`src/rtl/rv_addsub_pkg.sv`:
```
// rv_addsub_pkg: shared types and constants for the pipelined add/sub/compare unit.
//   addsub_op_e   : operation code (ADD, SUB, SLT, SLTU)
//   addsub_ctrl_t : control payload carried alongside the data of every stage
// Optional feature macro: RV_ADDSUB_WOP_EN (adds the RV64 W-op fields).
package rv_addsub_pkg;

  localparam int STAGES_MAX = 4;
  localparam int OP_W       = 2;

  typedef enum logic [OP_W-1:0] {
    OP_ADD  = 2'b00,
    OP_SUB  = 2'b01,
    OP_SLT  = 2'b10,
    OP_SLTU = 2'b11
  } addsub_op_e;

  // Sign bits are captured at entry so the last stage can form the overflow
  // flag without carrying full operands to the end of the pipe.
  typedef struct packed {
    addsub_op_e op;
    logic       a_msb;
    logic       b_msb;
`ifdef RV_ADDSUB_WOP_EN
    logic       word;
    logic       a31;
    logic       b31;
`endif
  } addsub_ctrl_t;

endpackage

```
`src/rtl/rv_addsub_stage.sv`:
```
// rv_addsub_stage: one CHUNK-wide slice of the add/sub pipeline.
//   valid_i/valid_o/ready_i : stage handshake (ready_i = downstream ready)
//   a_rem_i/b_rem_i         : remaining operand bits, current chunk in the LSBs
//   sum_i/zero_i/cin_i      : accumulated partial sum, zero flag, carry in
//   ctrl_i/tag_i            : control payload and sideband tag
//   *_o                     : registered versions for the next stage
// Optional feature macro: RV_ADDSUB_WOP_EN (bit-31 carry and low-word zero).
module rv_addsub_stage
  import rv_addsub_pkg::*;
#(
  parameter int XLEN  = 32,
  parameter int CHUNK = 16,
  parameter int IDX   = 0,
  parameter int TAG_W = 4
) (
  input  logic               clk_i,
  input  logic               rst_ni,
  input  logic               valid_i,
  input  logic               ready_i,
  output logic               valid_o,
  input  logic [XLEN-1:0]    a_rem_i,
  input  logic [XLEN-1:0]    b_rem_i,
  input  logic [XLEN-1:0]    sum_i,
  input  logic               cin_i,
  input  logic               zero_i,
  input  addsub_ctrl_t       ctrl_i,
  input  logic [TAG_W-1:0]   tag_i,
`ifdef RV_ADDSUB_WOP_EN
  input  logic               c31_i,
  input  logic               zero32_i,
  output logic               c31_o,
  output logic               zero32_o,
`endif
  output logic [XLEN-1:0]    a_rem_o,
  output logic [XLEN-1:0]    b_rem_o,
  output logic [XLEN-1:0]    sum_o,
  output logic               cout_o,
  output logic               zero_o,
  output addsub_ctrl_t       ctrl_o,
  output logic [TAG_W-1:0]   tag_o
);

  typedef logic [XLEN-1:0] word_t;

  logic             valid_q;
  logic             stage_ready;
  logic             load;
  logic [CHUNK:0]   add_w;
  logic [CHUNK-1:0] chunk_sum;

  word_t        a_rem_d, a_rem_q, b_rem_d, b_rem_q, sum_d, sum_q;
  logic         carry_d, carry_q, zero_d, zero_q;
  addsub_ctrl_t ctrl_q;
  logic [TAG_W-1:0] tag_q;

  assign add_w     = {1'b0, a_rem_i[CHUNK-1:0]} + {1'b0, b_rem_i[CHUNK-1:0]}
                   + {{CHUNK{1'b0}}, cin_i};
  assign chunk_sum = add_w[CHUNK-1:0];

  // An empty stage always accepts, which is what collapses bubbles.
  assign stage_ready = ~valid_q | ready_i;
  assign load        = valid_i & stage_ready;

  // Operands shift down one chunk so the next stage always adds its LSBs.
  assign a_rem_d = a_rem_i >> CHUNK;
  assign b_rem_d = b_rem_i >> CHUNK;
  assign sum_d   = sum_i | (word_t'(chunk_sum) << (IDX * CHUNK));
  assign carry_d = add_w[CHUNK];
  assign zero_d  = zero_i & (chunk_sum == '0);

  // NOTE: sequential state uses non-blocking assignments so every flop samples
  // pre-edge values regardless of process evaluation order.
  always_ff @(posedge clk_i or negedge rst_ni) begin
    if (!rst_ni)          valid_q <= 1'b0;
    else if (stage_ready) valid_q <= valid_i;
  end

  // NOTE: data registers are reset too, because the outputs must read zero
  // while in reset; afterwards they load only on a stage handshake.
  always_ff @(posedge clk_i or negedge rst_ni) begin
    if (!rst_ni) begin
      a_rem_q <= '0;
      b_rem_q <= '0;
      sum_q   <= '0;
      carry_q <= 1'b0;
      zero_q  <= 1'b0;
      ctrl_q  <= '0;
      tag_q   <= '0;
    end else if (load) begin
      a_rem_q <= a_rem_d;
      b_rem_q <= b_rem_d;
      sum_q   <= sum_d;
      carry_q <= carry_d;
      zero_q  <= zero_d;
      ctrl_q  <= ctrl_i;
      tag_q   <= tag_i;
    end
  end

`ifdef RV_ADDSUB_WOP_EN
  localparam bit IN_LOW32 = (IDX * CHUNK) < 32;
  localparam bit AT_BIT31 = ((IDX + 1) * CHUNK) == 32;

  logic c31_d, c31_q, zero32_d, zero32_q;

  assign c31_d    = AT_BIT31 ? carry_d : c31_i;
  assign zero32_d = zero32_i & (~IN_LOW32 | (chunk_sum == '0));

  always_ff @(posedge clk_i or negedge rst_ni) begin
    if (!rst_ni) begin
      c31_q    <= 1'b0;
      zero32_q <= 1'b0;
    end else if (load) begin
      c31_q    <= c31_d;
      zero32_q <= zero32_d;
    end
  end

  assign c31_o    = c31_q;
  assign zero32_o = zero32_q;
`endif

  assign valid_o = valid_q;
  assign a_rem_o = a_rem_q;
  assign b_rem_o = b_rem_q;
  assign sum_o   = sum_q;
  assign cout_o  = carry_q;
  assign zero_o  = zero_q;
  assign ctrl_o  = ctrl_q;
  assign tag_o   = tag_q;

endmodule

```
`src/rtl/rv_addsub_pipe.sv`:
```
// rv_addsub_pipe: pipelined add/sub/compare unit, one CHUNK per stage.
//   in_valid_i/in_ready_o   : input handshake; op_i, word_i, a_i, b_i, tag_i
//   out_valid_o/out_ready_i : output handshake; res_o, tag_o and flags
//   cout_o, zero_o, ovf_o   : adder carry-out, raw-sum zero, signed overflow
//   eq_o, ltu_o, lts_o      : compare flags (forced 0 for ADD)
// Optional feature macro: RV_ADDSUB_WOP_EN (RV64 W-ops on bits [31:0]).
module rv_addsub_pipe
  import rv_addsub_pkg::*;
#(
  parameter int XLEN   = 32,
  parameter int STAGES = 2,
  parameter int TAG_W  = 4
) (
  input  logic             clk_i,
  input  logic             rst_ni,
  input  logic             in_valid_i,
  output logic             in_ready_o,
  input  logic [OP_W-1:0]  op_i,
  input  logic             word_i,
  input  logic [XLEN-1:0]  a_i,
  input  logic [XLEN-1:0]  b_i,
  input  logic [TAG_W-1:0] tag_i,
  output logic             out_valid_o,
  input  logic             out_ready_i,
  output logic [XLEN-1:0]  res_o,
  output logic [TAG_W-1:0] tag_o,
  output logic             cout_o,
  output logic             zero_o,
  output logic             ovf_o,
  output logic             eq_o,
  output logic             ltu_o,
  output logic             lts_o
);

  localparam int CHUNK = XLEN / STAGES;
  typedef logic [XLEN-1:0] word_t;

  if (STAGES < 1 || STAGES > STAGES_MAX || (XLEN % STAGES) != 0) begin : g_bad_cfg
    $error("rv_addsub_pipe: illegal XLEN/STAGES combination");
  end
`ifdef RV_ADDSUB_WOP_EN
  if (XLEN < 32 || (32 % CHUNK) != 0) begin : g_bad_wop
    $error("rv_addsub_pipe: W-ops need XLEN >= 32 and 32 %% CHUNK == 0");
  end
`endif

  // Index k of each array is the input of stage k; index STAGES is the output.
  word_t            a_rem [STAGES+1];
  word_t            b_rem [STAGES+1];
  word_t            sum   [STAGES+1];
  logic             carry [STAGES+1];
  logic             zero  [STAGES+1];
  addsub_ctrl_t     ctrl  [STAGES+1];
  logic [TAG_W-1:0] tag   [STAGES+1];
`ifdef RV_ADDSUB_WOP_EN
  logic             c31    [STAGES+1];
  logic             zero32 [STAGES+1];
  assign c31[0]    = 1'b0;
  assign zero32[0] = 1'b1;
`endif

  logic [STAGES-1:0] stg_valid;
  logic [STAGES-1:0] stg_ready_in;
  logic [STAGES:0]   valid_chain;
  addsub_ctrl_t      ctrl_in;
  logic              is_sub_in;

  assign is_sub_in = addsub_op_e'(op_i) != OP_ADD;

  // NOTE: every always_comb output gets a default first so no path can
  // leave it unassigned and infer a latch.
  always_comb begin
    ctrl_in       = '0;
    ctrl_in.op    = addsub_op_e'(op_i);
    ctrl_in.a_msb = a_i[XLEN-1];
    ctrl_in.b_msb = b_i[XLEN-1];
`ifdef RV_ADDSUB_WOP_EN
    ctrl_in.word  = word_i;
    ctrl_in.a31   = a_i[31];
    ctrl_in.b31   = b_i[31];
`endif
  end

  assign a_rem[0] = a_i;
  assign b_rem[0] = is_sub_in ? ~b_i : b_i;
  assign sum[0]   = '0;
  assign carry[0] = is_sub_in;
  assign zero[0]  = 1'b1;
  assign ctrl[0]  = ctrl_in;
  assign tag[0]   = tag_i;

  // Ready ripples back from the output: ready_k = ~valid_k | ready_{k+1}.
  always_comb begin
    logic r;
    r            = out_ready_i;
    stg_ready_in = '0;
    for (int k = STAGES - 1; k >= 0; k--) begin
      stg_ready_in[k] = r;
      r               = ~stg_valid[k] | r;
    end
    in_ready_o = r;
  end

  assign valid_chain = {stg_valid, in_valid_i};
  assign out_valid_o = stg_valid[STAGES-1];

  for (genvar k = 0; k < STAGES; k++) begin : g_stage
    rv_addsub_stage #(
      .XLEN (XLEN),
      .CHUNK(CHUNK),
      .IDX  (k),
      .TAG_W(TAG_W)
    ) u_stage (
      .clk_i   (clk_i),
      .rst_ni  (rst_ni),
      .valid_i (valid_chain[k]),
      .ready_i (stg_ready_in[k]),
      .valid_o (stg_valid[k]),
      .a_rem_i (a_rem[k]),
      .b_rem_i (b_rem[k]),
      .sum_i   (sum[k]),
      .cin_i   (carry[k]),
      .zero_i  (zero[k]),
      .ctrl_i  (ctrl[k]),
      .tag_i   (tag[k]),
`ifdef RV_ADDSUB_WOP_EN
      .c31_i   (c31[k]),
      .zero32_i(zero32[k]),
      .c31_o   (c31[k+1]),
      .zero32_o(zero32[k+1]),
`endif
      .a_rem_o (a_rem[k+1]),
      .b_rem_o (b_rem[k+1]),
      .sum_o   (sum[k+1]),
      .cout_o  (carry[k+1]),
      .zero_o  (zero[k+1]),
      .ctrl_o  (ctrl[k+1]),
      .tag_o   (tag[k+1])
    );
  end

  // Flags and result selection from the last stage's registers; outputs
  // therefore hold whenever the last stage does not load.
  always_comb begin
    word_t s_sel;
    logic  c, z, a_m, b_m, s_m, is_add, ovf, lts, ltu;
    s_sel = sum[STAGES];
    c     = carry[STAGES];
    z     = zero[STAGES];
    a_m   = ctrl[STAGES].a_msb;
    b_m   = ctrl[STAGES].b_msb;
    s_m   = sum[STAGES][XLEN-1];
`ifdef RV_ADDSUB_WOP_EN
    if (ctrl[STAGES].word) begin
      s_sel = word_t'($signed(sum[STAGES][31:0]));
      c     = c31[STAGES];
      z     = zero32[STAGES];
      a_m   = ctrl[STAGES].a31;
      b_m   = ctrl[STAGES].b31;
      s_m   = sum[STAGES][31];
    end
`endif
    is_add = ctrl[STAGES].op == OP_ADD;
    ovf    = (is_add ? (a_m == b_m) : (a_m != b_m)) & (a_m != s_m);
    lts    = ~is_add & (s_m ^ ovf);
    ltu    = ~is_add & ~c;

    unique case (ctrl[STAGES].op)
      OP_SLT:  res_o = word_t'(lts);
      OP_SLTU: res_o = word_t'(ltu);
      default: res_o = s_sel;
    endcase
    cout_o = c;
    zero_o = z;
    ovf_o  = ovf;
    eq_o   = ~is_add & z;
    ltu_o  = ltu;
    lts_o  = lts;
  end

  assign tag_o = tag[STAGES];

  // The last stage's remaining-operand registers are always empty by design.
  logic unused_bits;
`ifdef RV_ADDSUB_WOP_EN
  assign unused_bits = ^{a_rem[STAGES], b_rem[STAGES]};
`else
  assign unused_bits = ^{a_rem[STAGES], b_rem[STAGES], word_i};
`endif

endmodule

```
`config.mk`:
```
export PLATFORM = sky130hd
export DESIGN_NAME = rv_addsub_pipe
export DESIGN_NICKNAME = d
export VERILOG_FILES = /design/src/rtl/rv_addsub_pkg.sv /design/src/rtl/rv_addsub_stage.sv /design/src/rtl/rv_addsub_pipe.sv
export SDC_FILE = /design/constraint.sdc
export NUM_CORES = 1
export LEC_CHECK = 0
export CORE_MARGIN = 5
export CORE_UTILIZATION = 40
export CTS_CLUSTER_SIZE = 10
export DETAILED_ROUTE_END_ITERATION = 8
export HOLD_SLACK_MARGIN = 0.1
export PLACE_DENSITY_LB_ADDON = 0.15
export SLEW_MARGIN = 20
export SYNTH_ARGS = -nofsm -noshare
export SYNTH_HDL_FRONTEND = slang
export SYNTH_SLANG_ARGS = --single-unit
```
`constraint.sdc`:
```
create_clock -name clk_i -period 7.1 [get_ports clk_i]
set_clock_uncertainty 0.05 [all_clocks]
set_input_delay 1.42 -clock clk_i [delete_from_list [all_inputs] [get_ports clk_i]]
set_output_delay 1.42 -clock clk_i [all_outputs]
set_load 0.03 [all_outputs]
```
==> results.md <==
CTS:
- The clock slew at the register clock pins of the worst setup and hold paths is 0.07 ns.
- The TritonCTS clock tree is yes.
- The number of gates resized after CTS is 0.
- At the later pin of the worst-skew pair, clock insertion delay measures between 0.3 and 0.4 ns.
- The number of buffers created by CTS is 9.
- The number of hold buffers added after CTS is 0.
- Once the clock tree was built, the setup fixing pass inserted 0 buffers.
- Clock tree synthesis found a total of between 100 and 150 sinks.
- Clock tree synthesis selected as its root buffer the cell sky130_fd_sc_hd__clkbuf_16.
- CTS built an H-tree with a depth of 3.
- In this run the deepest clock path goes through 2 buffers.

Setup path:
- The path depth of the worst reg2reg path is 10.
- The data required time at the worst endpoint is roughly 7.3 ns.
- The launch point of the worst reg-to-reg path is g_stage[0].u_stage.a_rem_o[0]$_DFFE_PN0P_.
- The arrival time of data at the critical path endpoint is 4.87 ns.
- The beginning of the critical path is op_i[0].
- The endpoint of the most critical setup path is g_stage[0].u_stage.zero_o$_DFFE_PN0P_.
- The worst setup slack for register-to-register paths is approximately 3.7 ns.
- Along the worst path, the maximum fanout reaches 16.
- The capture instance of the worst register-to-register path is g_stage[1].u_stage.zero_o$_DFFE_PN0P_.
- The critical path in this run is classified as in -> reg.
- The kind of launch point of the worst setup path is a primary input.
- STA classifies the critical path endpoint as a flip-flop.

Synthesis:
- The Yosys step of the flow raised 0 warnings.
- Sequential cells were found to cover 44.0% of the synthesized design area.
- The most instantiated flip-flop cell in the synthesis netlist is sky130_fd_sc_hd__dfrtp_1.
- The count of flip-flops with a built-in enable after synthesis is 0.
- Synthesis handed over a netlist of 552 instances.
- The average instance in the mapped netlist occupies ~10 um^2.
- The top cell type by total area after synthesis is sky130_fd_sc_hd__dfrtp_1.
- The number of nets handed over by synthesis was 661.
- The cell area that synthesis handed to floorplanning was 0.00575 mm^2.
- The number of unique standard cell types used by synthesis is 56.
- The synthesized design contains 101 register bits.
- The post-synthesis async set-or-reset flop share is between 90% and 100%.
- The area fraction of the dominant cell type after synthesis is around 44%.
- Yosys attributes the largest share of cell area to sky130_fd_sc_hd__dfrtp_1, sky130_fd_sc_hd__mux2_2, sky130_fd_sc_hd__ha_1.

Timing:
- Setup repair after global routing left no endpoint under its margin.
- For the pin with the worst max-slew slack, the measured transition is about 0.94 ns.
- Setup violations remaining at the end of the flow were counted as 0.
- The hold violation count in the final report is 0.
- The headroom to the max-slew limit is around 37%.
- The post-layout minimum cycle time is ~4.7 ns.
- The sum of negative setup slack is 0 ns.
- The part of the cycle the worst path needs is 65.6%.
- The maximum clock rate is 0.215 GHz.
- The max-slew violation count is 0.

Placement:
- The routability congestion estimate is 0.817.
- Input and output buffers added on the ports amount to roughly 120.
- The sum of net half-perimeters after detailed placement is roughly 9.4 mm.

Power:
- Summing internal, switching and leakage power gives ~0.0024 W.
- The power density normalized to cell area is 321 mW/mm^2.
- The worst supply voltage drop on vdd is 0.132 mV.
- The analysis attributes to cell leakage a power of roughly 3.1 nW.

Global route:
- The via count of the first global-routing pass came to roughly 4400.
- The total global routing track utilization is between 15 and 20%.
- The wire length of the first global-routing pass is ~21 mm.
- Entering global routing, the biggest net connects 87 pins.
- Summed over all layers, the global routing overflow is 0.
- The number of antenna violations at the first check in global routing is 0.

Route:
- The count of antenna-violating nets left after detailed routing is 0.
- After detailed routing, the number of remaining DRC violations is 0.
- The number of vias after detailed routing is 4276.
- The detailed-route vias per instance is between 5 and 6.
- Dividing the detail-routed wire length by the instance count gives 14.8 um.
- The first detailed-routing pass took 4 iterations.
- For this block, the initial DRC count from the detailed router was between 200 and 250.
- Summed over all layers, the routed wires come to roughly 13 mm.

Floorplanning:
- The width of the chip is approximately 130 um.
- The top-level I/O count is approximately 120.
- The initial utilization of the core area, before any placement, comes to around two fifths.
- The die height is 130 um.
- The floorplan has 43 rows.
- The die covers roughly 0.017 mm^2.
- The placeable core area is between 0.01 and 0.015 mm^2.

Cells and area:
- The library cell used most frequently in the layout, excluding fill and tap cells, is sky130_fd_sc_hd__clkdlybuf4s50_1.
- The post-synthesis to final-layout area growth is 29.6%.
- The total of fill cells in the finished design is 1326.
- The library cells used most frequently in the layout, excluding fill and tap cells, are sky130_fd_sc_hd__clkdlybuf4s50_1, sky130_fd_sc_hd__dfrtp_1, sky130_fd_sc_hd__nand2_1.
- The net count of the finished layout is 773.
- The count of inserted antenna diode cells is 0.
- The utilization after layout is a little over half.
- Cells with a size suffix above 1 make up 13.5% of the layout.

Status:
- The run finished with clean final reports.

Worst hold path:
- The worst hold path belongs to the class reg -> reg.

Job:
- Max-cap violations in this run came to 0.
-- registers in the layout, summed over array words and instances (netlist names) --
| name | count |
|---|---|
| g_stage.u_stage.a_rem_o | 15 |
| g_stage.u_stage.b_rem_o | 16 |
| g_stage.u_stage.cout_o | 2 |
| g_stage.u_stage.ctrl_o | 8 |
| g_stage.u_stage.sum_o | 48 |
| g_stage.u_stage.tag_o | 8 |
| g_stage.u_stage.valid_o | 2 |
| g_stage.u_stage.zero_o | 2 |
-- worst max-delay path, cell delays in order --
cell and delay [ns]:
sky130_fd_sc_hd__clkdlybuf4s50_1 0.48, sky130_fd_sc_hd__nor2_4 0.51, sky130_fd_sc_hd__xnor2_1 0.18, sky130_fd_sc_hd__ha_1 0.28
sky130_fd_sc_hd__or4_1 0.53, sky130_fd_sc_hd__o22a_2 0.27, sky130_fd_sc_hd__a21o_1 0.19, sky130_fd_sc_hd__a21oi_2 0.14
sky130_fd_sc_hd__xor2_1 0.17, sky130_fd_sc_hd__or4b_1 0.49, sky130_fd_sc_hd__o31ai_2 0.19
-- power by group --
group          switching, W  internal (W)
registers         0.0000900      0.000736
logic              0.000528      0.000463
clock network      0.000216      0.000356
total              0.000835       0.00155
-- logic make-up (layout without fill, tap and decap cells) --
| group | after synthesis | count (layout) | synth area share (%) |
|---|---|---|---|
| xor+xnor | 61 | 61 | 9.29 |
| compound gates | 113 | 113 | 11.7 |
| fa+ha+maj | 35 | 35 | 7.97 |
| mux | 56 | 56 | 11.0 |
| simple gates | 155 | 155 | 13.9 |
| flops | 101 | 101 | 44.0 |
| buf+inv | 31 | 148 | 2.20 |
-- per-stage QoR --
step | hold WS (ns) | cells | setup slack, ns | instance area [um^2]
after global placement | 0.407 | 833 | 2.07 | 7100
after global routing | 0.456 | 849 | 2.06 | 7450
after CTS | 0.429 | 849 | 2.35 | 7450
final | 0.424 | 849 | 2.44 | 7450
after detailed placement | 0.413 | 833 | 2.00 | 7100
after floorplan | 0.392 | 552 | 2.61 | 5750
-- cell type report --
cell class | instances | area, um^2 | share of cell area [%]
inverter | 10 | 37.5 | 0.504
sequential | 101 | 2530 | 33.9
multi-input combinational | 420 | 3110 | 41.7
timing repair buffer | 122 | 1210 | 16.2
tap | 180 | 225 | 3.02
clock buffer | 11 | 243 | 3.26
clock inverter | 5 | 106 | 1.43
-- worst min-delay path by stage --
stage,startpoint,to,slack [ns],cells past startpoint
floorplan,g_stage[1].u_stage.sum_o[18]$_DFFE_PN0P_,g_stage[1].u_stage.sum_o[18]$_DFFE_PN0P_,0.39,2
CTS,g_stage[1].u_stage.sum_o[19]$_DFFE_PN0P_,g_stage[1].u_stage.sum_o[19]$_DFFE_PN0P_,0.43,2
global route,g_stage[1].u_stage.sum_o[14]$_DFFE_PN0P_,g_stage[1].u_stage.sum_o[14]$_DFFE_PN0P_,0.46,1
global placement,g_stage[1].u_stage.sum_o[23]$_DFFE_PN0P_,g_stage[1].u_stage.sum_o[23]$_DFFE_PN0P_,0.41,2
finish,g_stage[0].u_stage.sum_o[9]$_DFFE_PN0P_,g_stage[0].u_stage.sum_o[9]$_DFFE_PN0P_,0.42,2
detailed placement,g_stage[1].u_stage.sum_o[19]$_DFFE_PN0P_,g_stage[1].u_stage.sum_o[19]$_DFFE_PN0P_,0.41,2
-- synth_stat cells, types with 10 or more instances --
library cell,count
sky130_fd_sc_hd__dfrtp_1,101
sky130_fd_sc_hd__nand2_1,58
sky130_fd_sc_hd__mux2_2,55
sky130_fd_sc_hd__o21ai_0,53
sky130_fd_sc_hd__nor2b_1,34
sky130_fd_sc_hd__xnor2_1,32
sky130_fd_sc_hd__ha_1,31
sky130_fd_sc_hd__xor2_1,29
sky130_fd_sc_hd__a21oi_1,22
sky130_fd_sc_hd__nor2_1,19
sky130_fd_sc_hd__clkbuf_1,15
sky130_fd_sc_hd__inv_1,10
-- metal layers --
metal  track usage [%]  part of all wire (%)
met1              20.1                    46
met2              26.2                    49
met3              3.07                   3.9
met4              5.50                   1.7
met5                 0                     0
No activity file was read; power rests on OpenSTA's default activity.
